### config.mk
export PLATFORM = sky130hd
export DESIGN_NAME = connection_block_cfg
export DESIGN_NICKNAME = d
export VERILOG_FILES = /design/src/rtl/cb_cfg_pkg.sv /design/src/rtl/cb_input_mux.sv /design/src/rtl/connection_block_cfg.sv
export SDC_FILE = /design/constraint.sdc
export NUM_CORES = 1
export LEC_CHECK = 0
export BUFFER_PORTS_ARGS = -buffer_cell sky130_fd_sc_hd__buf_2
export CAP_MARGIN = 40
export CORE_UTILIZATION = 65
export DETAILED_ROUTE_END_ITERATION = 6
export PLACE_DENSITY = 0.84
export SLEW_MARGIN = 40
export SYNTH_ARGS = -nofsm -noshare
export SYNTH_HDL_FRONTEND = slang
export SYNTH_SLANG_ARGS = --single-unit
### constraint.sdc
create_clock -name clk -period 4.4 [get_ports clk]
set_clock_uncertainty 0.1 [all_clocks]
set_input_delay 0.66 -clock clk [delete_from_list [all_inputs] [get_ports clk]]
set_output_delay 0.66 -clock clk [all_outputs]
set_load 0.005 [all_outputs]
### src/rtl/cb_cfg_pkg.sv
// ---------------------------------------------------------------------------
// cb_cfg_pkg
//
// Shared sizing helpers and select-code map for the registered-configuration
// connection block. All widths that depend on the block parameters are
// derived through these functions so the top and the input mux agree on
// the layout of the configuration word.
//
// Contents:
//   DEF_WS / DEF_WD / DEF_WG   default track counts
//   SEL_* constants            select-code bases for the default geometry
//   sel_*_base()               the same bases for an arbitrary geometry
//   calc_selw / calc_ow /
//   calc_cfg_bits              derived widths
//   cfg_status_t               packed status flags
// ---------------------------------------------------------------------------
package cb_cfg_pkg;

    localparam int DEF_WS = 8;
    localparam int DEF_WD = 8;
    localparam int DEF_WG = 3;

    // Code 0 always selects a constant zero; singles start right after it.
    localparam int SEL_ZERO        = 0;
    localparam int SEL_SINGLE_BASE = 1;

    function automatic int sel_double_base(input int ws);
        return SEL_SINGLE_BASE + ws;
    endfunction

    function automatic int sel_global_base(input int ws, input int wd);
        return sel_double_base(ws) + wd;
    endfunction

    function automatic int sel_nbr_base(input int ws, input int wd, input int wg);
        return sel_global_base(ws, wd) + wg;
    endfunction

    localparam int SEL_DOUBLE_BASE = sel_double_base(DEF_WS);
    localparam int SEL_GLOBAL_BASE = sel_global_base(DEF_WS, DEF_WD);
    localparam int SEL_NBR_BASE    = sel_nbr_base(DEF_WS, DEF_WD, DEF_WG);

    function automatic int max_int(input int a, input int b);
        return (a > b) ? a : b;
    endfunction

    // Enough code bits to name the zero source plus every real source.
    function automatic int calc_selw(input int ws, input int wd, input int wg,
                                     input int clbx, input int nbr_w);
        return $clog2(sel_nbr_base(ws, wd, wg) + clbx * nbr_w);
    endfunction

    // Output enables cover all singles and the lower half of the doubles.
    function automatic int calc_ow(input int ws, input int wd);
        return ws + wd / 2;
    endfunction

    function automatic int calc_cfg_bits(input int in0, input int in1,
                                         input int out0, input int out1,
                                         input int selw, input int ow);
        return (in0 + in1) * selw + (out0 + out1) * ow;
    endfunction

    typedef struct packed {
        logic valid;
        logic err;
        logic conflict;
    } cfg_status_t;

endpackage

### src/rtl/cb_input_mux.sv
// ---------------------------------------------------------------------------
// cb_input_mux
//
// One encoded source multiplexer feeding a single CLB input. The select
// code picks constant zero, a single track, a double track, a global line
// or (when CLBX is set) an output of the neighbouring CLB.
//
// Ports:
//   sel        in  SELW  select code from the active configuration
//   single_in  in  WS    single track values
//   double_in  in  WD    double track values
//   global_in  in  WG    global lines
//   nbr_in     in  NW    neighbour CLB outputs
//   value      out 1     selected source
// ---------------------------------------------------------------------------
module cb_input_mux
    import cb_cfg_pkg::*;
#(
    parameter int WS   = 8,
    parameter int WD   = 8,
    parameter int WG   = 3,
    parameter int NW   = 1,
    parameter int CLBX = 1,
    parameter int SELW = 5
) (
    input  logic [SELW-1:0] sel,
    input  logic [WS-1:0]   single_in,
    input  logic [WD-1:0]   double_in,
    input  logic [WG-1:0]   global_in,
    input  logic [NW-1:0]   nbr_in,
    output logic            value
);

    // The source vector is padded to the full code space, so every code
    // past the last real source lands on a zero bit without a range check.
    localparam int SRCW        = 1 << SELW;
    localparam int DOUBLE_BASE = sel_double_base(WS);
    localparam int GLOBAL_BASE = sel_global_base(WS, WD);
    localparam int NBR_BASE    = sel_nbr_base(WS, WD, WG);

    logic [SRCW-1:0] src;
    logic [SRCW-1:0] nbr_field;

    if (CLBX != 0) begin : g_nbr
        assign nbr_field = SRCW'(nbr_in) << NBR_BASE;
    end else begin : g_no_nbr
        assign nbr_field = '0;
    end

    // Bit SEL_ZERO is never set by any field, giving the constant-0 source.
    assign src = (SRCW'(single_in) << SEL_SINGLE_BASE)
               | (SRCW'(double_in) << DOUBLE_BASE)
               | (SRCW'(global_in) << GLOBAL_BASE)
               | nbr_field;

    assign value = src[sel];

endmodule

### src/rtl/connection_block_cfg.sv
// ---------------------------------------------------------------------------
// connection_block_cfg
//
// Connection block between two CLBs and one routing channel, configured by
// a counted serial chain. Bits shift into a shadow register; a commit with
// exactly CFG_BITS shifted bits copies the shadow into the active register
// that drives all routing. Live routing is never disturbed by shifting.
//
// Ports:
//   clk, rst                     clock, synchronous active-high reset
//   single_in / double_in        track values (WS / WD)
//   global0                      global lines (WG)
//   single_out, single_oe        per-single drive data / enable
//   double_out, double_oe        per-double drive data / enable (upper half 0)
//   clb0_output / clb1_output    CLB outputs feeding the tracks
//   clb0_input / clb1_input      muxed CLB inputs
//   clb0_cout, clb1_cout         carry outputs of each CLB
//   clb0_cin, clb1_cin           carry inputs, crossed over combinationally
//   cfg_en, cfg_in, cfg_out      serial shift enable, data in, shadow[0]
//   cfg_commit                   one-cycle commit request
//   cfg_valid, cfg_err,
//   cfg_conflict                 configuration status
// ---------------------------------------------------------------------------
module connection_block_cfg
    import cb_cfg_pkg::*;
#(
    parameter int WS      = DEF_WS,
    parameter int WD      = DEF_WD,
    parameter int WG      = DEF_WG,
    parameter int CLBIN0  = 6,
    parameter int CLBIN1  = 6,
    parameter int CLBOUT0 = 1,
    parameter int CLBOUT1 = 1,
    parameter int CARRY   = 1,
    parameter int CLBX    = 1
) (
    input  logic               clk,
    input  logic               rst,
    input  logic [WS-1:0]      single_in,
    input  logic [WD-1:0]      double_in,
    input  logic [WG-1:0]      global0,
    output logic [WS-1:0]      single_out,
    output logic [WS-1:0]      single_oe,
    output logic [WD-1:0]      double_out,
    output logic [WD-1:0]      double_oe,
    input  logic [CLBOUT0-1:0] clb0_output,
    input  logic [CLBOUT1-1:0] clb1_output,
    output logic [CLBIN0-1:0]  clb0_input,
    output logic [CLBIN1-1:0]  clb1_input,
    input  logic [CARRY-1:0]   clb0_cout,
    input  logic [CARRY-1:0]   clb1_cout,
    output logic [CARRY-1:0]   clb0_cin,
    output logic [CARRY-1:0]   clb1_cin,
    input  logic               cfg_en,
    input  logic               cfg_in,
    output logic               cfg_out,
    input  logic               cfg_commit,
    output logic               cfg_valid,
    output logic               cfg_err,
    output logic               cfg_conflict
);

    localparam int NW       = max_int(CLBOUT0, CLBOUT1);
    localparam int SELW     = calc_selw(WS, WD, WG, CLBX, NW);
    localparam int OW       = calc_ow(WS, WD);
    localparam int CFG_BITS = calc_cfg_bits(CLBIN0, CLBIN1, CLBOUT0, CLBOUT1, SELW, OW);
    localparam int NOUT     = CLBOUT0 + CLBOUT1;
    localparam int HALF     = WD / 2;
    localparam int CNTW     = $clog2(CFG_BITS + 2);

    // Field bases inside the configuration word, LSB first.
    localparam int CLB0_IN_BASE  = 0;
    localparam int CLB0_OUT_BASE = CLB0_IN_BASE + CLBIN0 * SELW;
    localparam int CLB1_IN_BASE  = CLB0_OUT_BASE + CLBOUT0 * OW;
    localparam int CLB1_OUT_BASE = CLB1_IN_BASE + CLBIN1 * SELW;

    localparam logic [CNTW-1:0] CNT_FULL = CNTW'(CFG_BITS);
    localparam logic [CNTW-1:0] CNT_SAT  = CNTW'(CFG_BITS + 1);

    logic [CFG_BITS-1:0] shadow;
    logic [CFG_BITS-1:0] active;
    logic [CNTW-1:0]     count;
    cfg_status_t         status;

    // Carry chain crosses straight between the two CLBs.
    assign clb1_cin = clb0_cout;
    assign clb0_cin = clb1_cout;

    assign cfg_out      = shadow[0];
    assign cfg_valid    = status.valid;
    assign cfg_err      = status.err;
    assign cfg_conflict = status.conflict;

    // -----------------------------------------------------------------------
    // Input multiplexers. Each CLB sees the other CLB's outputs as its
    // neighbour sources, zero-extended to the wider of the two.
    // -----------------------------------------------------------------------
    logic [NW-1:0] nbr_for_clb0;
    logic [NW-1:0] nbr_for_clb1;

    always_comb begin
        nbr_for_clb0 = '0;
        nbr_for_clb0[CLBOUT1-1:0] = clb1_output;
        nbr_for_clb1 = '0;
        nbr_for_clb1[CLBOUT0-1:0] = clb0_output;
    end

    for (genvar i = 0; i < CLBIN0; i++) begin : g_clb0_in
        cb_input_mux #(
            .WS(WS), .WD(WD), .WG(WG), .NW(NW), .CLBX(CLBX), .SELW(SELW)
        ) u_mux (
            .sel       (active[CLB0_IN_BASE + i*SELW +: SELW]),
            .single_in (single_in),
            .double_in (double_in),
            .global_in (global0),
            .nbr_in    (nbr_for_clb0),
            .value     (clb0_input[i])
        );
    end

    for (genvar i = 0; i < CLBIN1; i++) begin : g_clb1_in
        cb_input_mux #(
            .WS(WS), .WD(WD), .WG(WG), .NW(NW), .CLBX(CLBX), .SELW(SELW)
        ) u_mux (
            .sel       (active[CLB1_IN_BASE + i*SELW +: SELW]),
            .single_in (single_in),
            .double_in (double_in),
            .global_in (global0),
            .nbr_in    (nbr_for_clb1),
            .value     (clb1_input[i])
        );
    end

    // -----------------------------------------------------------------------
    // Output enables. Outputs of both CLBs are flattened into one list with
    // CLB0 first, for both the active word (drive) and the shadow word
    // (conflict check ahead of commit).
    // -----------------------------------------------------------------------
    logic [OW-1:0]   act_en  [NOUT];
    logic [OW-1:0]   sh_en   [NOUT];
    logic [NOUT-1:0] drive_bits;

    assign drive_bits = {clb1_output, clb0_output};

    for (genvar k = 0; k < CLBOUT0; k++) begin : g_en0
        assign act_en[k] = active[CLB0_OUT_BASE + k*OW +: OW];
        assign sh_en[k]  = shadow[CLB0_OUT_BASE + k*OW +: OW];
    end

    for (genvar k = 0; k < CLBOUT1; k++) begin : g_en1
        assign act_en[CLBOUT0 + k] = active[CLB1_OUT_BASE + k*OW +: OW];
        assign sh_en[CLBOUT0 + k]  = shadow[CLB1_OUT_BASE + k*OW +: OW];
    end

    // Running OR chains: oe/out accumulate the drive; a track is a conflict
    // when an enable hits a track already claimed by an earlier output.
    logic [OW-1:0] oe_acc  [NOUT+1];
    logic [OW-1:0] out_acc [NOUT+1];
    logic [OW-1:0] seen    [NOUT+1];
    logic [OW-1:0] dup     [NOUT+1];

    assign oe_acc[0]  = '0;
    assign out_acc[0] = '0;
    assign seen[0]    = '0;
    assign dup[0]     = '0;

    for (genvar k = 0; k < NOUT; k++) begin : g_chain
        assign oe_acc[k+1]  = oe_acc[k] | act_en[k];
        assign out_acc[k+1] = out_acc[k] | (act_en[k] & {OW{drive_bits[k]}});
        assign seen[k+1]    = seen[k] | sh_en[k];
        assign dup[k+1]     = dup[k] | (seen[k] & sh_en[k]);
    end

    logic shadow_conflict;
    assign shadow_conflict = |dup[NOUT];

    assign single_out = out_acc[NOUT][WS-1:0];
    assign single_oe  = oe_acc[NOUT][WS-1:0];
    assign double_out = {{(WD-HALF){1'b0}}, out_acc[NOUT][OW-1:WS]};
    assign double_oe  = {{(WD-HALF){1'b0}}, oe_acc[NOUT][OW-1:WS]};

    // -----------------------------------------------------------------------
    // Configuration chain. Commit takes priority over a coincident shift and
    // judges the pre-shift count. The counter saturates one past full so any
    // overlong load is still distinguishable from an exact one.
    // -----------------------------------------------------------------------
    always_ff @(posedge clk) begin
        if (rst) begin
            shadow <= '0;
            active <= '0;
            count  <= '0;
            status <= '0;
        end else if (cfg_commit) begin
            count <= '0;
            if (count == CNT_FULL) begin
                active          <= shadow;
                status.valid    <= 1'b1;
                status.err      <= 1'b0;
                status.conflict <= shadow_conflict;
            end else begin
                status.err <= 1'b1;
            end
        end else if (cfg_en) begin
            shadow <= {cfg_in, shadow[CFG_BITS-1:1]};
            if (count != CNT_SAT) begin
                count <= count + CNTW'(1);
            end
        end
    end

endmodule

==> results, run 1 <==
- The flow ran to the end, and the final reports show no timing, DRC or antenna violations.
- The floorplan step defined a core boundary enclosing 13300 µm².
- The violation count after the first detailed-routing iteration is 951.
- After layout, the worst path uses 65.40% of the clock period.
- Counting along the longest clock path gives a buffer depth of 2.
- After clock tree synthesis, the clock-pin slew on the worst setup and hold paths is 0.07 ns.
- Dividing the detail-routed via count by the number of cells gives 6.186.
- The area of the die is 14180 µm².
- Setup repair after global routing left no endpoint under its margin.
- Dividing the detail-routed wire length by the instance count gives 16.46 µm.
- The number of setup buffers added after CTS is 0.
- The mapped netlist covers 8912 µm².
- Static timing analysis puts the maximum clock frequency at 0.3475 GHz.
- Yosys printed 0 warnings.
- The most frequent cell after synthesis is sky130_fd_sc_hd__nand2_1.
- The HPWL reported at the end of detailed placement is 12320 µm.
- The endpoint arrival time on the critical path is 2.12 ns.
- Global routing finished with a remaining overflow of 0.
- Counting the buffers created by CTS gives 17.
- The sum of internal, switching and leakage power is 3477 µW.
- Registers are responsible for 46.4% of the overall power.
- In the synthesized netlist the async set-or-reset flop fraction comes to 0%.
- The hold-critical path depth is 2.
- Across the whole layout, storage elements account for 3563 µm².
- The leakage power figure is 0.003139 µW.
- Cell internal power was estimated by the tool at 2712 µW.
- The clock tree from TritonCTS is done.
- For this block, the via count after detailed routing is 7696.
- The number of buffers added on ports is 65.
- The mean post-synth cell area is 8.132 µm².
- The effective utilization at floorplan is 67.03%.
- The met1 wire length is 8722 µm.
- The number of global-route vias before repair is 6857.
- The total of endpoints with negative setup slack in the final report is 0.
- Per report_power, the combinational group accounts for 4.8% of the total.
- Counting distinct cell types in the post-synthesis netlist gives 37.
- The first global-routing pass estimated 33980 µm of wire.
- For this run, the post-layout net count is 1086.
- The count of hold buffers inserted by post-cts repair is 0.
- The floorplan step set the die width to 119.1 µm.
- The path type of the worst setup path is reg -> out.
- The wire length on met3 is 1639 µm.
- The I/O pin total is 78.
- Of the cells placed in the final design, the portion with a size suffix greater than 1 is 14.33%.
- Cells fill 71.85% of the core in the end.
- The count of antenna diodes in the layout is 0.
- The count of instances resized after the clock tree is built is 0.
- The final number of max-transition violations is 0.
- The footprint of the multi-input gates is 4693 µm².
- The hold slack is 0.3148 ns.
- The final estimated routing congestion in global placement is 0.8766.
- The global-route total usage across every layer is 29.85%.
- In the final timing run, aggregate negative setup slack is 0 ns.
- The number of max-cap violations is 0.
- CTS placed an instance of sky130_fd_sc_hd__clkbuf_16 at the clock tree root.
- The number of failing hold endpoints at the final stage came to 0.
- For the worst-skew pair, the clock arrives at the later sink with an insertion delay of 0.44 ns.
- The die boundary height is 119.1 µm.
- Once placement completed, the tool counted placed cells totaling 1212.
- The count of filler cells inserted in the layout is 1014.
- The post-route minimum period is 2.878 ns.
- The number of nets with antenna violations after detailed routing is 0.
- For this run, the register share of the synthesized area comes to 39.98%.
- The worst path required time is 3.64 ns.
- The area growth from synthesis to layout is 7.188%.
- The maximum fanout count along the critical path is 9.
- Measured against its own limit, the worst slew margin works out to 52.75%.
- The largest net degree at the start of global routing is 171.
- For this run, the detailed router's first-pass iteration total came to 6.
- The number of cells on the worst reg-to-reg path is 5.
- The main flop type after synthesis is sky130_fd_sc_hd__dfxtp_1.
- The flip-flop and latch count after synthesis is 178.
- Per report_power, the clock group accounts for 48.8% of the total.
- The kind of capture point of the worst setup path is a primary output.
- The detailed router used layers up to and including met4.
- The share of total power consumed by net switching is 21.99%.
- The count of mapped cells out of synthesis is 1096.
- The number of H-tree levels is 4.
- The overall routed net length is 20470 µm.
- The routed length on met2 is 9743 µm.
- The area share of the leading cell type in the synthesized netlist is 39.98%.
- The switching component of the power is 764.8 µW.
- The sort of element at the start of the critical path is a flip-flop.
- Counting flops with a built-in enable in the synthesized netlist gives 0.
- Leaving out filler cells and counting taps, the final layout contains 1244.
- The biggest area contributor in the post-synthesis netlist is sky130_fd_sc_hd__dfxtp_1.
- The min-delay analysis places its worst path in the category in -> reg.
- In the synthesized netlist, the cells that appear most often are sky130_fd_sc_hd__nand2_1 (373), sky130_fd_sc_hd__dfxtp_1 (178), sky130_fd_sc_hd__a21oi_1 (169), sky130_fd_sc_hd__clkbuf_1 (58), sky130_fd_sc_hd__buf_2 (42).
- The number of sinks driven by the clock tree is 178.
- The initial antenna violation count is 0.
- For the pin with the worst max-slew slack, the measured transition is 0.7087 ns.
- After floorplanning, the core was divided into 42 placement rows.
- The cell area power density is 364.0 nW/µm².
- The DRC violation count after routing is 0.
- Yosys attributes the largest share of cell area to sky130_fd_sc_hd__dfxtp_1 (40%), sky130_fd_sc_hd__nand2_1 (16%), sky130_fd_sc_hd__a21oi_1 (9.5%), sky130_fd_sc_hd__mux4_2 (9.1%), sky130_fd_sc_hd__mux2i_1 (4.2%).
- The highest ir drop seen on vdd is 0.3873 mV.
[critical path: stages, from the launching register on]
cell and delay (ns):
sky130_fd_sc_hd__dfxtp_1 0.55, sky130_fd_sc_hd__mux2i_1 0.13, sky130_fd_sc_hd__nor3b_1 0.21, sky130_fd_sc_hd__nor4_1 0.07, sky130_fd_sc_hd__a222oi_1 0.51, sky130_fd_sc_hd__buf_2 0.21
[state kept, by name, summed over array words and instances, names as in the netlist]
name / count
count: 7
shadow: 84
cfg_conflict: 1
active: 84
cfg_valid: 1
cfg_err: 1
[path summary, 6_finish.rpt]
| path | to | slack, ns | from |
|---|---|---|---|
| max reg2reg | active[62] | 2.34 | count[5] |
| min reg2reg | shadow[16] | 0.37 | shadow[17] |
| max | clb0_input[4] | 1.52 | active[21] |
| min | cfg_err | 0.31 | rst |
[per-stage QoR]
step | worst slack, ns | instance area, µm²
floorplan | 1.951 | 8939
global placement | 1.652 | 8881
detailed placement | 1.614 | 8886
CTS | 1.554 | 9545
global route | 1.443 | 9553
finish | 1.522 | 9553
[placed cells by master, fill, tap and decap left out, drive strengths merged, types with 3 or more instances in the layout]
cell / Yosys / final
a211oi: 12 / 12
a21oi: 169 / 169
a222oi: 12 / 12
a22o: 14 / 14
buf: 80 / 71
bufinv: 0 / 5
clkbuf: 58 / 22
conb: 1 / 8
dfxtp: 178 / 178
ha: 3 / 3
inv: 3 / 7
mux2i: 37 / 37
mux4: 36 / 36
nand2: 373 / 373
nand4: 3 / 3
nor2: 11 / 11
nor3: 13 / 13
nor3b: 24 / 24
nor4: 12 / 12
nor4bb: 12 / 12
o32ai: 12 / 12
or2: 13 / 13
xor2: 3 / 3
[power groups by stage]
stage,sequential [µW],clock (µW),combinational [µW]
3_3_place_gp,1650,0,157
6_report,1610,1700,166
2_1_floorplan,1650,0,121
4_1_cts,1610,1710,162
3_5_place_dp,1650,0,160
5_1_grt,1610,1780,177
[logic make-up after synthesis]
logic type / count (synthesis) / synth area share [%]
AND/OR/NAND/NOR: 468 / 22.83
AO/OA/AOI/OAI: 227 / 15.15
flip-flops: 178 / 39.98
buffers and inverters: 141 / 7.834
multiplexers: 73 / 13.25
XOR/XNOR: 5 / 0.4915
adder cells (fa/ha/maj): 3 / 0.4212
other: 1 / 0.04208
[metal layers]
metal | vias to the layer above | track usage (%)
met5 | - | 0
met4 | 0 | 10.28
met3 | 41 | 6.226
met2 | 320 | 46.80
met1 | 3676 | 40.94
li1 | 3659 | -
[layout make-up]
class	count	area share, %
timing repair buffer	71	4.244
multi-input combinational	784	49.13
inverter	3	0.1179
tap	176	2.305
sequential	178	37.30
clock inverter	10	2.043
clock buffer	22	4.859
Power figures use the tool's default switching activity.
==> run 2: changes to the inputs <==
Settings changed: ABC_AREA from default to 1, CORE_UTILIZATION 65 to 60, PLACE_DENSITY 0.84 to 0.78.
Clock period 4.4 ns to 3 ns, I/O delays scaled along.
==> run 2 against run 1 <==
Net effect:
- first-iteration DRC count is 16% lower
- largest cell class unchanged
- largest power group is now sequential cells
- combinational power is 120% higher
- critical path type unchanged
- utilization is 6.7 points lower
==> results, run 2 <==
- The initial antenna violation count is 0.
- The count of hold buffers inserted by post-cts repair is 0.
- Global routing consumed, on the met3 layer, 5.356% of the routing resources.
- The effective utilization at floorplan is 61.43%.
- The worst pin sits at a relative slew slack of 50.42%.
- The top cell types in the final layout, fill and taps aside, are sky130_fd_sc_hd__nand2_1 (338), sky130_fd_sc_hd__nor2_1 (260), sky130_fd_sc_hd__o21ai_0 (186).
- Of the cells placed in the final design, the portion with a size suffix greater than 1 is 8.030%.
- Global routing consumed, over all layers together, 30.36% of the routing resources.
- The cell area after technology mapping is 9304 µm².
- Summing over every cut layer, the via total after detailed routing is 9190.
- The number of buffers added on ports is 65.
- The source-to-sink clock delay at the later pin of the worst-skew pair is 0.44 ns.
- The mean post-synth cell area is 6.351 µm².
- The async set-or-reset flop fraction in the synthesized netlist is 0%.
- The endpoint of the lowest-slack register-to-register path is active[62].
- After global routing, the most crowded layer is met2.
- In this run the power density over the cells is 500.6 nW/µm².
- The tree built by TritonCTS fans out to 178 sinks.
- The wire-length estimate of the detail-placed layout is 14710 µm.
- The synthesized design contains 0 enable-type register cells.
- The analysis attributes to cell leakage a power of 0.004453 µW.
- For this run, global-route usage on met2 was measured as 50.37%.
- The highest ir drop seen on vdd is 0.3845 mV.
- Measured along the x axis, the die boundary spans 126.5 µm.
- By area the synthesized netlist is led by sky130_fd_sc_hd__dfxtp_1 (38%), sky130_fd_sc_hd__nand2_1 (14%), sky130_fd_sc_hd__nor2_1 (11%), sky130_fd_sc_hd__o21ai_0 (10%), sky130_fd_sc_hd__nand3_1 (8.5%).
- The final number of max-transition violations is 0.
- The number of failing hold endpoints at the final stage is 0.
- The worst hold path class is in -> reg.
- After synthesis the netlist holds a flip-flop and latch count of 178.
- The placement row count is 45.
- The number of buffers and inverters on the critical path is 2.
- The first-pass detailed-route iteration total is 6.
- The die boundary height is 126.5 µm.
- Summed over all layers, the global routing overflow is 0.
- The number of nets with antenna violations after detailed routing is 0.
- The die covers 16010 µm².
- In the synthesized netlist, the number of instances is 1465.
- The TritonCTS buffer count is 17.
- The net count of the finished layout is 1476.
- The post-route non-filler standard cell count is 1645.
- The ratio of final minimum period to clock period is 89.79%.
- In this run, placement finished with an instance count of 1614.
- Static timing analysis puts the maximum clock frequency at 0.3713 GHz.
- The cell that appears most often on the critical path is sky130_fd_sc_hd__nand2_1.
- Entering global routing, the biggest net connects 85 pins.
- The area share of the leading cell type in the synthesized netlist is 38.30%.
- The largest registers in the layout are active (84), shadow (84), count (7).
- Dividing the detail-routed wire length by the instance count gives 14.19 µm.
- The I/O pin total is 78.
- The run finished with clean final reports.
- Data on the critical path arrives at its endpoint at 2.14 ns.
- The main flop type after synthesis is sky130_fd_sc_hd__dfxtp_1.
- Traced cell by cell, the critical path runs through clkinv_1 -> nor2_1 -> nand2_1 -> nand3_1 -> nand2_1 -> nand2_1 -> nand2_1 -> nor2_1 -> buf_2.
- Setup total negative slack on the finished layout was measured at 0 ns.
- The path with the worst hold slack has its endpoint at cfg_valid.
- The global-route track usage on met1 is 40.24%.
- 0 antenna diodes ended up in the layout.
- In this run, distinct cell masters in the synthesized netlist total 24.
- The path type of the worst setup path is reg -> out.
- For this design, the slowest cell found on the critical path is sky130_fd_sc_hd__dfxtp_1.
- Wires add up to 23350 µm.
- The library cell used as clock root buffer is sky130_fd_sc_hd__clkbuf_16.
- The count of instances resized after the clock tree is built is 0.
- The number of setup buffers added after CTS is 0.
- After detailed routing, the number of remaining DRC violations is 0.
- The most common cell in the synthesized netlist is sky130_fd_sc_hd__nand2_1.
- For the pin with the worst max-slew slack, the measured transition is 0.7436 ns.
- Along the worst hold path, the cell count comes to 2.
- The Yosys warning count is 0.
- The floorplan step defined a core boundary enclosing 15150 µm².
- The wire length of the first global-routing pass is 39010 µm.
- Dividing the detail-routed via count by the number of cells gives 5.587.
- TritonCTS built the clock tree.
- The library cell used most frequently in the layout, excluding fill and tap cells, is sky130_fd_sc_hd__nand2_1.
- The clock-pin slew reported for the worst setup and hold paths after clock tree synthesis is 0.07 ns.
- The worst setup path is launched from a flip-flop.
- The clock period could shrink to 2.694 ns.
- Along the worst path, the maximum fanout reaches 10.
- The number of cells on the worst reg-to-reg path is 8.
- Setup violations remaining at the end of the flow were counted as 0.
- The worst path required time is 2.45 ns.
- The launch instance of the worst register-to-register path is count[0].
- The cell family contributing the most delay on the critical path is simple AND/OR/NAND/NOR gates.
- The hold path startpoint is rst.
- The number of global-route vias before repair is 8134.
- The violation count after the first detailed-routing iteration is 801.
- Across the run, the number of max-cap violations was 0.
- Fill cells in the final layout number 1436.
- The relative area change from synthesis to final layout is 6.119%.
- The number of H-tree levels is 4.
- The maximum buffer depth of the clock tree is 2.
- The worst setup path is captured at a primary output.
- The biggest area contributor in the post-synthesis netlist is sky130_fd_sc_hd__dfxtp_1.
- At the end of routability-driven placement, the weighted congestion stood at 0.8959.
- Sorting the synthesized cells by how often they occur yields sky130_fd_sc_hd__nand2_1 (338), sky130_fd_sc_hd__nor2_1 (261), sky130_fd_sc_hd__o21ai_0 (186), sky130_fd_sc_hd__dfxtp_1 (178), sky130_fd_sc_hd__nand3_1 (158).
- Setup slack on the worst reg-to-reg path comes out at 0.89 ns.
- The largest single stage delay on the critical path is 0.54 ns.
- Setup repair after global routing left no endpoint under its margin.
- The sequential-to-total area share from yosys stat is 38.30%.
==> run 2: logic make-up after synthesis <==
group                    share of synthesized area (%)
AND/OR/NAND/NOR                                  33.36
AO/OA/AOI/OAI                                    16.41
buffers and inverters                            11.20
flip-flops                                       38.30
XOR/XNOR                                        0.2825
adder cells (fa/ha/maj)                         0.4035
other                                          0.04031
==> run 2: how the worst max path moves through the flow <==
stage	from	to	cells past startpoint
global route	active[25]	clb0_input[5]	9
CTS	active[42]	clb1_input[0]	9
finish	active[47]	clb1_input[1]	9
floorplan	double_in[0]	clb0_input[0]	8
global placement	double_in[0]	clb1_input[0]	8
detailed placement	double_in[0]	clb1_input[0]	8
==> run 2: per-stage QoR <==
stage	setup slack, ns	util (%)	hold slack, ns	power [µW]	instance area (µm²)
CTS	0.3511	65.19	0.1105	4969	9873
detailed placement	0.8038	61.54	0.3696	2903	9321
global placement	0.8117	61.54	0.3513	2894	9321
floorplan	1.126	-	0.3491	2798	9330
global route	0.09158	65.19	0.1118	5147	9873
finish	0.3064	65.19	0.1189	4943	9873
==> run 2: area by class of cell <==
class	instances	area (µm²)	area share, %
Multi-Input combinational cell	1075	4732	47.93
Sequential cell	178	3563	36.09
Inverter	99	372.9	3.776
Clock buffer	17	425.4	4.309
Tap cell	188	235.2	2.382
Clock inverter	14	126.4	1.280
Timing Repair Buffer	74	417.9	4.233
==> run 2: metal layers <==
layer	up-vias	share of wire, %	wire (µm)
li1	4643	-	-
met1	4146	44	10220
met2	352	46	10770
met3	49	8.0	1874
met4	0	2.1	484
met5	-	0	0
==> run 2: report_power, final <==
group          internal (µW)  switching [µW]
clock network           1080            1000
logic                    111             257
registers               2430            55.3
total                   3630            1310
==> run 3: changes to the inputs <==
Settings changed: CELL_PAD_IN_SITES_DETAIL_PLACEMENT from default to 1, CELL_PAD_IN_SITES_GLOBAL_PLACEMENT from default to 2, CORE_UTILIZATION 60 to 33, CTS_CLUSTER_DIAMETER from default to 60.
==> run 3 against run 2 <==
Net effect:
- non-clock buffer count unchanged
- global-route usage shrank 9.5 points
- final cell count up 12%
- largest power group unchanged
- sequential share of layout area shrank 1.2 points
- first-iteration DRC count is 21% lower
- hold slack lost 0.0031 ns
- highest routed layer unchanged
==> results, run 3 (synthesized netlist as in run 2, its figures left out) <==
- The transition time at the pin with the least slew margin is 0.7991 ns.
- The final number of max-transition violations is 0.
- In this design, the stage delay of the slowest critical-path cell is 0.54 ns.
- The net count of the finished layout is 1476.
- In the final layout, the registers with the most flip-flops are active (84), shadow (84), count (7).
- The setup TNS is 0 ns.
- The hold slack is 0.1157 ns.
- The HPWL reported at the end of detailed placement is 18870 µm.
- The footprint of the multi-input gates is 4732 µm².
- The ratio of final minimum period to clock period is 92.87%.
- The TritonCTS buffer count is 17.
- Measured along the x axis, the die boundary spans 169.9 µm.
- The most frequent standard cell in the layout excluding fill and tap cells is sky130_fd_sc_hd__nand2_1.
- The analysis attributes to cell leakage a power of 0.004506 µW.
- Setup violations remaining at the end of the flow were counted as 0.
- The most numerous cell type found on the critical path is sky130_fd_sc_hd__nand2_1.
- The worst slew margin relative to its limit is 46.73%.
- The proportion of layout cells with a drive suffix above 1 is 8.093%.
- After filler insertion, the fill cell instance count of the layout stands at 3720.
- Leaving out fill and tap cells, the most frequent cells in the layout are sky130_fd_sc_hd__nand2_1 (338), sky130_fd_sc_hd__nor2_1 (260), sky130_fd_sc_hd__o21ai_0 (186).
- The core occupancy in the finished layout is 36.80%.
- The number of nets with antenna violations after detailed routing is 0.
- The global-route total usage across every layer is 20.82%.
- The sort of element at the start of the critical path is a flip-flop.
- The number of setup buffers added after CTS is 0.
- The final estimated routing congestion in global placement is 0.7831.
- Entering global routing, the biggest net connects 95 pins.
- The first-pass detailed-route iteration total is 5.
- After clock tree synthesis, the clock-pin slew on the worst setup and hold paths is 0.08 ns.
- The initial antenna violation count is 0.
- The number of global-route vias before repair was 8865.
- The cell at the slowest stage of the critical path is sky130_fd_sc_hd__dfxtp_1.
- Setup repair after global routing left no endpoint under its margin.
- Data on the critical path is required at its endpoint by 2.45 ns.
- STA classifies the critical path endpoint as a primary output.
- The global routing stage identified its most utilized layer as met2.
- For this design the top-level I/O count stands at 78.
- The count of hold buffers inserted by post-cts repair is 0.
- The H-tree was split into 4 levels.
- The worst path needs 2.786 ns of the cycle, external delays included.
- The overall routed net length is 29120 µm.
- Max-cap violations in this run came to 0.
- The count of instances resized after the clock tree is built is 0.
- The worst hold path class is in -> reg.
- Static timing analysis puts the maximum clock frequency at 0.3589 GHz.
- In the routed layout, each cell is associated on average with a via count of 5.019.
- The placement row count is 61.
- The final global-route overflow total is 0.
- The sequential standard cell area is 3563 µm².
- The library cell used as clock root buffer is sky130_fd_sc_hd__clkbuf_16.
- The path type of the worst setup path is reg -> out.
- In this run the power density over the cells is 513.1 nW/µm².
- The signal on the critical path passes through clkinv_1 -> nor2_1 -> nand2_1 -> nand2_1 -> nand2_1 -> nand3_1 -> nand2_1 -> nor2_1 -> buf_2.
- The placeable core region is 27780 µm².
- The source-to-sink clock delay at the later pin of the worst-skew pair is 0.46 ns.
- The met3 global-route usage is 3.279%.
- The flow ran to the end, and the final reports show no timing, DRC or antenna violations.
- The area of the die is 28870 µm².
- The number of sinks driven by the clock tree is 178.
- The number of buffers added on ports is 65.
- The number of failing hold endpoints at the final stage came to 0.
- The relative area change from synthesis to final layout is 9.871%.
- For this run, design rule violations remaining after detail routing come to 0.
- In this run, the number of DRC markers left after iteration 0 of detailed routing was 629.
- The maximum fanout count along the critical path is 10.
- The floorplan step set the die height to 169.9 µm.
- At the worst endpoint, the arrival time is 2.24 ns.
- TritonCTS built the clock tree.
- The maximum buffer depth of the clock tree is 2.
- The worst-case IR drop observed on VDD is 0.3118 mV.
- The detailed router placed 9215 vias in this run.
- Global routing consumed, on the met2 layer, 33.93% of the routing resources.
- The global-route track usage on met1 is 28.70%.
- The count of antenna diodes in the layout is 0.
- Once the floorplan was initialized, standard cells occupied 33.49% of the core.
- The final routed wire length divided by cell count is 15.86 µm.
- The wire length of the first global-routing pass is 47310 µm.
## run 3: changes by cell type in the layout (fill, tap and decap cells not counted), sizes merged
cell and delta:
clkinv +1, clkinvlp -3, inv +3
## run 3: worst max-delay path, delay by kind of cell (launching register included)
| family | cells | cell delay (ns) |
|---|---|---|
| buffers and inverters | 2 | 0.52 |
| DFF | 1 | 0.54 |
| and+or+nand+nor | 7 | 0.74 |
## run 3: metal layers
metal | wire, µm | vias up
met5 | 0 | -
met3 | 876 | 20
met2 | 13460 | 132
li1 | - | 4649
met4 | 309 | 0
met1 | 14470 | 4414
## run 3: through the flow
step	total power (µW)	worst slack, ns	std cells	area (µm²)
after floorplan	2798	1.126	1472	9330
after global placement	2928	0.6763	1804	9585
after detailed placement	2936	0.6549	1804	9585
after CTS	5329	0.2226	1836	10220
after global routing	5476	0.03462	1836	10220
final	5246	0.2138	1836	10220
## run 3: power breakdown
part	total [µW]	switching, µW	internal, µW
clock network	2370	1210	1160
registers	2490	56.0	2430
logic	389	276	114
total	5250	1540	3710
## run 3: cell type report
cell class / count / share of cell area, %
clock inverter: 15 / 2.069
sequential: 178 / 34.86
tap: 378 / 4.627
timing repair buffer: 74 / 4.333
clock buffer: 17 / 4.162
multi-input combinational: 1075 / 46.29
inverter: 99 / 3.660
## run 3: worst paths after layout
kind                                  from            end  slack [ns]  cells after the start
worst max-delay path            active[62]  clb1_input[4]        0.21                      9
worst min-delay path                   rst      cfg_valid        0.12                      2
worst max register to register    count[0]     active[63]        0.92                      8
worst min register to register  active[33]     active[33]        0.38                      2
